**src/rtl/mult_div_unit.sv**
```systemverilog
// rtl/mult_div_unit.sv - iterative MULT/MULTU/DIV/DIVU unit with HI/LO registers
// One shift-add / restoring shift-subtract step per clock on operand magnitudes,
// signs re-applied in a final fix-up cycle.
module mult_div_unit #(
  parameter int WIDTH = 16
) (
  input  logic             clock,
  input  logic             reset,
  input  logic             start,
  input  logic [1:0]       op,
  input  logic [WIDTH-1:0] a,
  input  logic [WIDTH-1:0] b,
  input  logic [1:0]       hilo_we,
  input  logic [WIDTH-1:0] hilo_wd,
  output logic             busy,
  output logic             done,
  output logic [WIDTH-1:0] hi,
  output logic [WIDTH-1:0] lo,
  output logic             div_by_zero
);

  localparam int CW = (WIDTH > 1) ? $clog2(WIDTH) : 1;

  typedef enum logic [1:0] {IDLE, RUN, FIX} state_t;

  state_t             state, state_nx;
  logic [1:0]         op_q;
  logic [WIDTH-1:0]   mb;
  logic [WIDTH-1:0]   a_raw;
  logic [2*WIDTH-1:0] acc;
  logic [CW-1:0]      cnt;
  logic               neg_q, neg_r, dbz;
  logic               accept, sa, sb, last;

  logic [WIDTH:0]     msum, trial, diff;
  logic [2*WIDTH-1:0] step_acc, prod;
  logic [WIDTH-1:0]   qv, rv;

  assign accept = (state == IDLE) && start;
  assign sa     = op[0] && a[WIDTH-1];
  assign sb     = op[0] && b[WIDTH-1];
  assign last   = (cnt == CW'(WIDTH-1));
  assign busy   = (state != IDLE);

  always_ff @(posedge clock or posedge reset) begin
    if (reset) state <= IDLE;
    else       state <= state_nx;
  end

  always_comb begin
    state_nx = state;
    case (state)
      IDLE:    if (start) state_nx = RUN;
      RUN:     if (last)  state_nx = FIX;
      FIX:     state_nx = IDLE;
      default: state_nx = IDLE;
    endcase
  end

  // acc = {upper, lower}: multiply adds into upper and shifts right;
  // divide keeps {remainder, dividend/quotient} and shifts left.
  always_comb begin
    msum  = {1'b0, acc[2*WIDTH-1:WIDTH]} + (acc[0] ? {1'b0, mb} : {(WIDTH+1){1'b0}});
    trial = {acc[2*WIDTH-1:WIDTH], acc[WIDTH-1]};
    diff  = trial - {1'b0, mb};
    if (!op_q[1])
      step_acc = {msum, acc[WIDTH-1:1]};
    else if (!diff[WIDTH])
      step_acc = {diff[WIDTH-1:0], acc[WIDTH-2:0], 1'b1};
    else
      step_acc = {trial[WIDTH-1:0], acc[WIDTH-2:0], 1'b0};
    prod = neg_q ? -acc : acc;
    qv   = neg_q ? -acc[WIDTH-1:0] : acc[WIDTH-1:0];
    rv   = neg_r ? -acc[2*WIDTH-1:WIDTH] : acc[2*WIDTH-1:WIDTH];
  end

  always_ff @(posedge clock or posedge reset) begin
    if (reset) begin
      op_q        <= 2'b00;
      mb          <= '0;
      a_raw       <= '0;
      acc         <= '0;
      cnt         <= '0;
      neg_q       <= 1'b0;
      neg_r       <= 1'b0;
      dbz         <= 1'b0;
      done        <= 1'b0;
      hi          <= '0;
      lo          <= '0;
      div_by_zero <= 1'b0;
    end else begin
      done <= (state == FIX);
      if (accept) begin
        op_q        <= op;
        acc         <= {{WIDTH{1'b0}}, (sa ? -a : a)};
        mb          <= sb ? -b : b;
        neg_q       <= sa ^ sb;
        neg_r       <= sa;
        dbz         <= op[1] && (b == '0);
        a_raw       <= a;
        cnt         <= '0;
        div_by_zero <= 1'b0;
      end else if (state == IDLE) begin
        if (hilo_we[1]) hi <= hilo_wd;
        if (hilo_we[0]) lo <= hilo_wd;
      end
      if (state == RUN) begin
        acc <= step_acc;
        cnt <= cnt + CW'(1);
      end
      // A zero divisor bypasses sign fix-up so hi returns the dividend untouched.
      if (state == FIX) begin
        if (!op_q[1]) begin
          hi <= prod[2*WIDTH-1:WIDTH];
          lo <= prod[WIDTH-1:0];
        end else if (dbz) begin
          hi          <= a_raw;
          lo          <= '1;
          div_by_zero <= 1'b1;
        end else begin
          hi <= rv;
          lo <= qv;
        end
      end
    end
  end

endmodule

```
**config.mk**
```make
export PLATFORM = sky130hd
export DESIGN_NAME = mult_div_unit
export DESIGN_NICKNAME = d
export VERILOG_FILES = /design/src/rtl/mult_div_unit.sv
export SDC_FILE = /design/constraint.sdc
export NUM_CORES = 1
export LEC_CHECK = 0
export ABC_AREA = 0
export ABC_CLOCK_PERIOD_IN_PS = 3660
export BUFFER_PORTS_ARGS = -buffer_cell sky130_fd_sc_hd__buf_2
export CORE_MARGIN = 8
export CORE_UTILIZATION = 59
export CTS_CLUSTER_DIAMETER = 120
export CTS_CLUSTER_SIZE = 14
export DETAILED_ROUTE_END_ITERATION = 16
export PLACE_DENSITY = 0.8
export SYNTH_ARGS = -nofsm -noshare
export SYNTH_HDL_FRONTEND = slang
export SYNTH_SLANG_ARGS = --single-unit
```
**constraint.sdc**
```tcl
create_clock -name clock -period 3.66 [get_ports clock]
set_clock_uncertainty 0.2 [all_clocks]
set_input_delay 0.183 -clock clock [delete_from_list [all_inputs] [get_ports clock]]
set_output_delay 0.183 -clock clock [all_outputs]
set_load 0.01 [all_outputs]
```
* Word-level counts from Yosys, hierarchy flattened
Index checks and enable logic that the tools add are counted.
** Word-level totals
- Flip-flop bits (word level) :: 109
- Word-level logic and storage cells :: 73
- Output and inout bits :: 35
** Cells by class
- Multiplexer cells :: 31
- Reduce and logical (&&, ||, !) cells :: 14
- Add/sub/neg operators :: 8
- Bitwise operators :: 1
- Equal/unequal tests :: 6
** Operators by type and width (number)
- 16-bit 2-to-1 mux :: 17
- 32-bit 2-to-1 mux :: 5
- 16-bit negation :: 4
- 32-bit negation :: 1
- 16-bit by 16-bit adder with 17-bit output :: 1
- 17-bit by 16-bit subtractor with 17-bit output :: 1
- 16-bit zero test :: 1
- 2-bit nonzero test :: 5
- 4-bit 2-to-1 mux :: 2
- 3-bit AND reduction :: 2
- 4-bit by 1-bit adder with 4-bit output, second input constant :: 1
- 4-bit == test, second input constant :: 1
- 1-bit logical AND :: 4
- 1-bit 2-to-1 mux :: 4
- 2-bit 2-to-1 mux :: 2
- 2-bit inequality test, second input constant :: 2
- 2-bit case mux with 2 select lines :: 1
- 2-bit by 1-bit == test with 1-bit output, second input constant :: 1
- 2-bit == test, second input constant :: 1
- 2-bit zero test :: 1
- 2-bit by 1-bit inequality test with 1-bit output, second input constant :: 1
- 2-bit AND reduction :: 1
- 1-bit XOR :: 1

* Depth between registers and ports, before layout
- Depth after elaboration :: 6
- Mapped depth :: 12
- Depth with buffers taken out :: 11

* Worst setup path after synthesis
OpenSTA, ideal clock, no wires.
- Path type :: flip-flop to flip-flop
- From :: reg acc[16]
- To :: reg hi[14]
- Arrival time :: 2.778 ns
- Cell stages (with the launch flop) :: 10
- Path slack :: 0.605 ns
- Data required time :: 3.383 ns
- Clock period less this slack :: 3.055 ns
- Cells stage by stage :: dfrtp_1 inv_1 ha_1 or3b_2 or4_1 or2_2 o41ai_2 xor2_1 a211o_1 a21oi_1
** Between the ends
- Longest elaborated chain between the ends :: 5
- Elaborated cells on any way between the ends :: 7
** Ends and longest elaborated chain
- start, declared :: line 30 : logic [2*WIDTH-1:0] acc;
- start signal, assigned :: line 95 : acc <= {{WIDTH{1'b0}}, (sa ? -a : a)};
- start signal, assigned :: line 108 : acc <= step_acc;
- 16-bit negation :: line 74 : rv = neg_r ? -acc[2*WIDTH-1:WIDTH] : acc[2*WIDTH-1:WIDTH];
- 16-bit 2-to-1 mux :: line 74
- 16-bit 2-to-1 mux :: line 116 : end else if (dbz) begin
- 16-bit 2-to-1 mux (*) :: line 113 : if (!op_q[1]) begin
- 16-bit 2-to-1 mux (*) :: line 112 : if (state == FIX) begin
- end signal, assigned :: line 114 : hi <= prod[2*WIDTH-1:WIDTH];
- end signal, assigned :: line 117 : hi <= a_raw;
- end signal, assigned :: line 121 : hi <= rv;
- end, declared :: line 17 : output logic [WIDTH-1:0] hi,
Mark *: on every way between the ends. The rest lies on a longest branch, timed or not.
A chain may end at the register's enable or synchronous reset.

* Worst setup path in the final report
- From :: reg acc[17]
- To :: reg hi[14]
Same word-level chain as after synthesis.

==> flow_summary.yaml <==
clock_network:
  cts_buffers: 9
  cts-root-buf: "clkbuf_16"
  clockBufferDepth: 2
  post-cts-setup-buffers: 0
  insertion_delay_ps: 350
  cts_tree: "built"
  clkTransAtPathRegs_ps: 80
  htreeDepth: 3
  clkSinkCount: 108
floorplan:
  dieArea_um2: 18000
  die_w_um: 134
  num_rows: 43
  core_um2: 13800
  io_pins: 90
  start_util_pct: 59.9
  die_h_um: 134
pwr:
  ir_drop_uv: 621
  leakagePower_nw: 4.25
  power_density_nw_per_um2: 944
hold_path:
  hold_path.startpoint: "hilo_wd[12]"
  hold_path_depth: 3
  hp-class: "primary input to register"
  hold_end: "lo[12]"
critical_path:
  start_kind: "register"
  critPathSlowestCell: "or4_1"
  crit_start: "acc[17]"
  reg2reg_depth: 9
  cp_cell_sequence: "inv_1 -> ha_1 -> or3b_2 -> or4_1 -> or2_2 -> o41ai_2 -> xor2_1 -> a211o_1 -> a21oi_1"
  critical_path.top_delay_family: "simple AND/OR/NAND/NOR gates"
  endpoint_kind: "register"
  cpPeakStageDelay_ps: 530
  r2r_start: "acc[17]"
  r2r_slack_ps: 330
  path_buf_inv: 1
  required_ps: 3730
  cp.arrival_ps: 3410
  crit_type: "register to register"
  timing.rr.end: "hi[14]"
  crit_fanout: 8
logic_synthesis:
  synthMuxAreaShare_pct: 4.69
  synth_edf_count: 0
  synth_area_leaders: "dfrtp_1 (33%), nand2_1 (6.9%), o21ai_0 (6.1%), xnor2_1 (5.9%), ha_1 (5.6%)"
  synth_ff_type: "dfrtp_1"
  synth-xor-area-share_pct: 8.50
  synthSimpleGateAreaFrac_pct: 19.8
  synth_area_per_cell_um2: 8.10
  ys_types: 71
  synth_seq_area_share_pct: 32.8
  synth_compound_area_share_pct: 23.4
  synth_top_area_cell: "dfrtp_1"
  synth_top_family_by_area: "compound AO/OA/AOI/OAI gates"
  syn-num-nets: 1112
  syn_inst: 1018
  synth-adder-area-share_pct: 6.10
  yosys_warnings: 0
  async_reset_ff_share_pct: 100
  syn_area_um2: 8250
  synth_top_area_share_pct: 32.8
  synth-seq-cells: 108
sta:
  rsz0062_at_grt: "false"
  relSlewSlack_pct: 37.0
  drv_slew: 0
  hold_violations: 0
  setup_viol: 0
  fin_crit_ps: 3330
  setup-tns-final_ps: 0
  fmax_mhz: 300
  timing_worst_slew_pin_value_ps: 945
  finalCritPeriodShare_pct: 91.1
drt:
  drc: 0
  dr_total_vias: 8318
  vias_per_cell: 6.34
  drt_pass1_iterations: 5
  wl_per_cell_um: 19.7
  drt-total-wl_mm: 25.8
  first_iter_violations: 934
  detail-route-antenna-nets: 0
grt:
  grt_use_met1_pct: 36.8
  grt_overflow_total: 0
  grt_max_degree: 71
  top_usage_layer: "met2"
  antenna_found_initial: 1
  grt.met2_usage_pct: 44.9
  grt_pass1_vias: 8016
  grt_pass1_wl_mm: 41.1
  use_met3_pct: 7.14
  grtUsageTotal_pct: 28.3
final_layout:
  syn2layout_area_growth_pct: 16.5
  multi_input_area_um2: 5160
  mostFrequentLayoutCells: "nand2_1 (151), dfrtp_1 (108), o21ai_0 (100), buf_2 (89), nor2_1 (68)"
  drive_gt1_share_pct: 13.9
  final-seq-area_um2: 2700
  finalNonFillerCells: 1313
  num-fill-cells: 1148
  fin_nets: 1221
  utilization_pct: 69.7
  final_common_cell: "nand2_1"
placed_design:
  portBuffers: 89
  dp_hpwl_mm: 18.7
  dpl.cell_count: 1253
  place_congestion: 0.978
outcome:
  status: "completed"
job:
  drv_cap: 0
## how the worst max path moves through the flow
stage                    end  slack [ps]  cells past startpoint
finish                hi[14]         330                      9
global route          hi[14]         200                      9
CTS                  acc[25]         270                      9
detailed placement   acc[25]         310                      9
global placement     acc[25]         430                      9
floorplan           a_raw[0]         430                      1
## worst reg2reg max path, cell delays in order, from the launching register on
cell,delay [ps]
dfrtp_1,490
inv_1,150
ha_1,190
or3b_2,490
or4_1,530
or2_2,370
o41ai_2,310
xor2_1,110
a211o_1,290
a21oi_1,130
## what timing repair did
action | in CTS | in global routing
resized for setup | 0 | 1
endpoints found under the setup margin | 0 | 1
endpoints found under the hold margin | 123 | 0
hold buffers | 43 | 0
## registers in the layout (all words and copies together) (netlist names)
signal	cells
a_raw	16
acc	32
cnt	4
dbz	1
div_by_zero	1
done	1
hi	16
lo	16
mb	16
neg_q	1
neg_r	1
op_q	1
state	2
## cells in the mapped netlist, drive strengths merged, types with 11 or more instances
library cell,number
nand2,151
dfrtp,108
o21ai,101
nor2,69
a21oi,58
xnor2,56
clkbuf,50
inv,40
ha,37
mux2i,33
nor3,25
o22ai,24
xor2,24
o211ai,18
nand3,15
o31ai,15
nand2b,11
nor2b,11
## report_power, final
group | total (mW) | internal (mW) | switching, mW
combinational | 5.71 | 2.40 | 3.30
clock | 0.965 | 0.487 | 0.478
sequential | 2.39 | 1.76 | 0.631
total | 9.06 | 4.65 | 4.41
## cell families after synthesis
logic type                 after synthesis
AOI/OAI and AO/OA                      303
xor gates and xnor gates                80
adders and majority gates               39
buffers and inverters                  102
DFF                                    108
muxes                                   38
and+or+nand+nor                        348
## per-layer routing
metal	vias to the layer above	part of all wire [%]
met2	402	46
li1	3885	-
met1	3968	42
met3	61	9.6
met4	2	2.6
met5	-	0.043
## cell type report
cell class,count,share of cell area (%)
Clock inverter,6,0.469
Timing Repair Buffer,158,11.1
Inverter,42,1.67
Clock buffer,10,2.49
Multi-Input combinational cell,808,53.7
Antenna cell,1,0.0260
Tap cell,180,2.34
Sequential cell,108,28.1
## stage by stage
stage	instance area (um^2)	total power, mW	hold WS (ps)	worst slack, ps
after global routing	9600	9.70	6.87	199
final	9610	9.06	4.75	326
after floorplan	8250	6.32	88.4	431
after global placement	8880	7.77	221	434
after detailed placement	8880	7.87	227	307
after CTS	9600	8.89	0.0890	266
(Power assumes the default switching activity.)
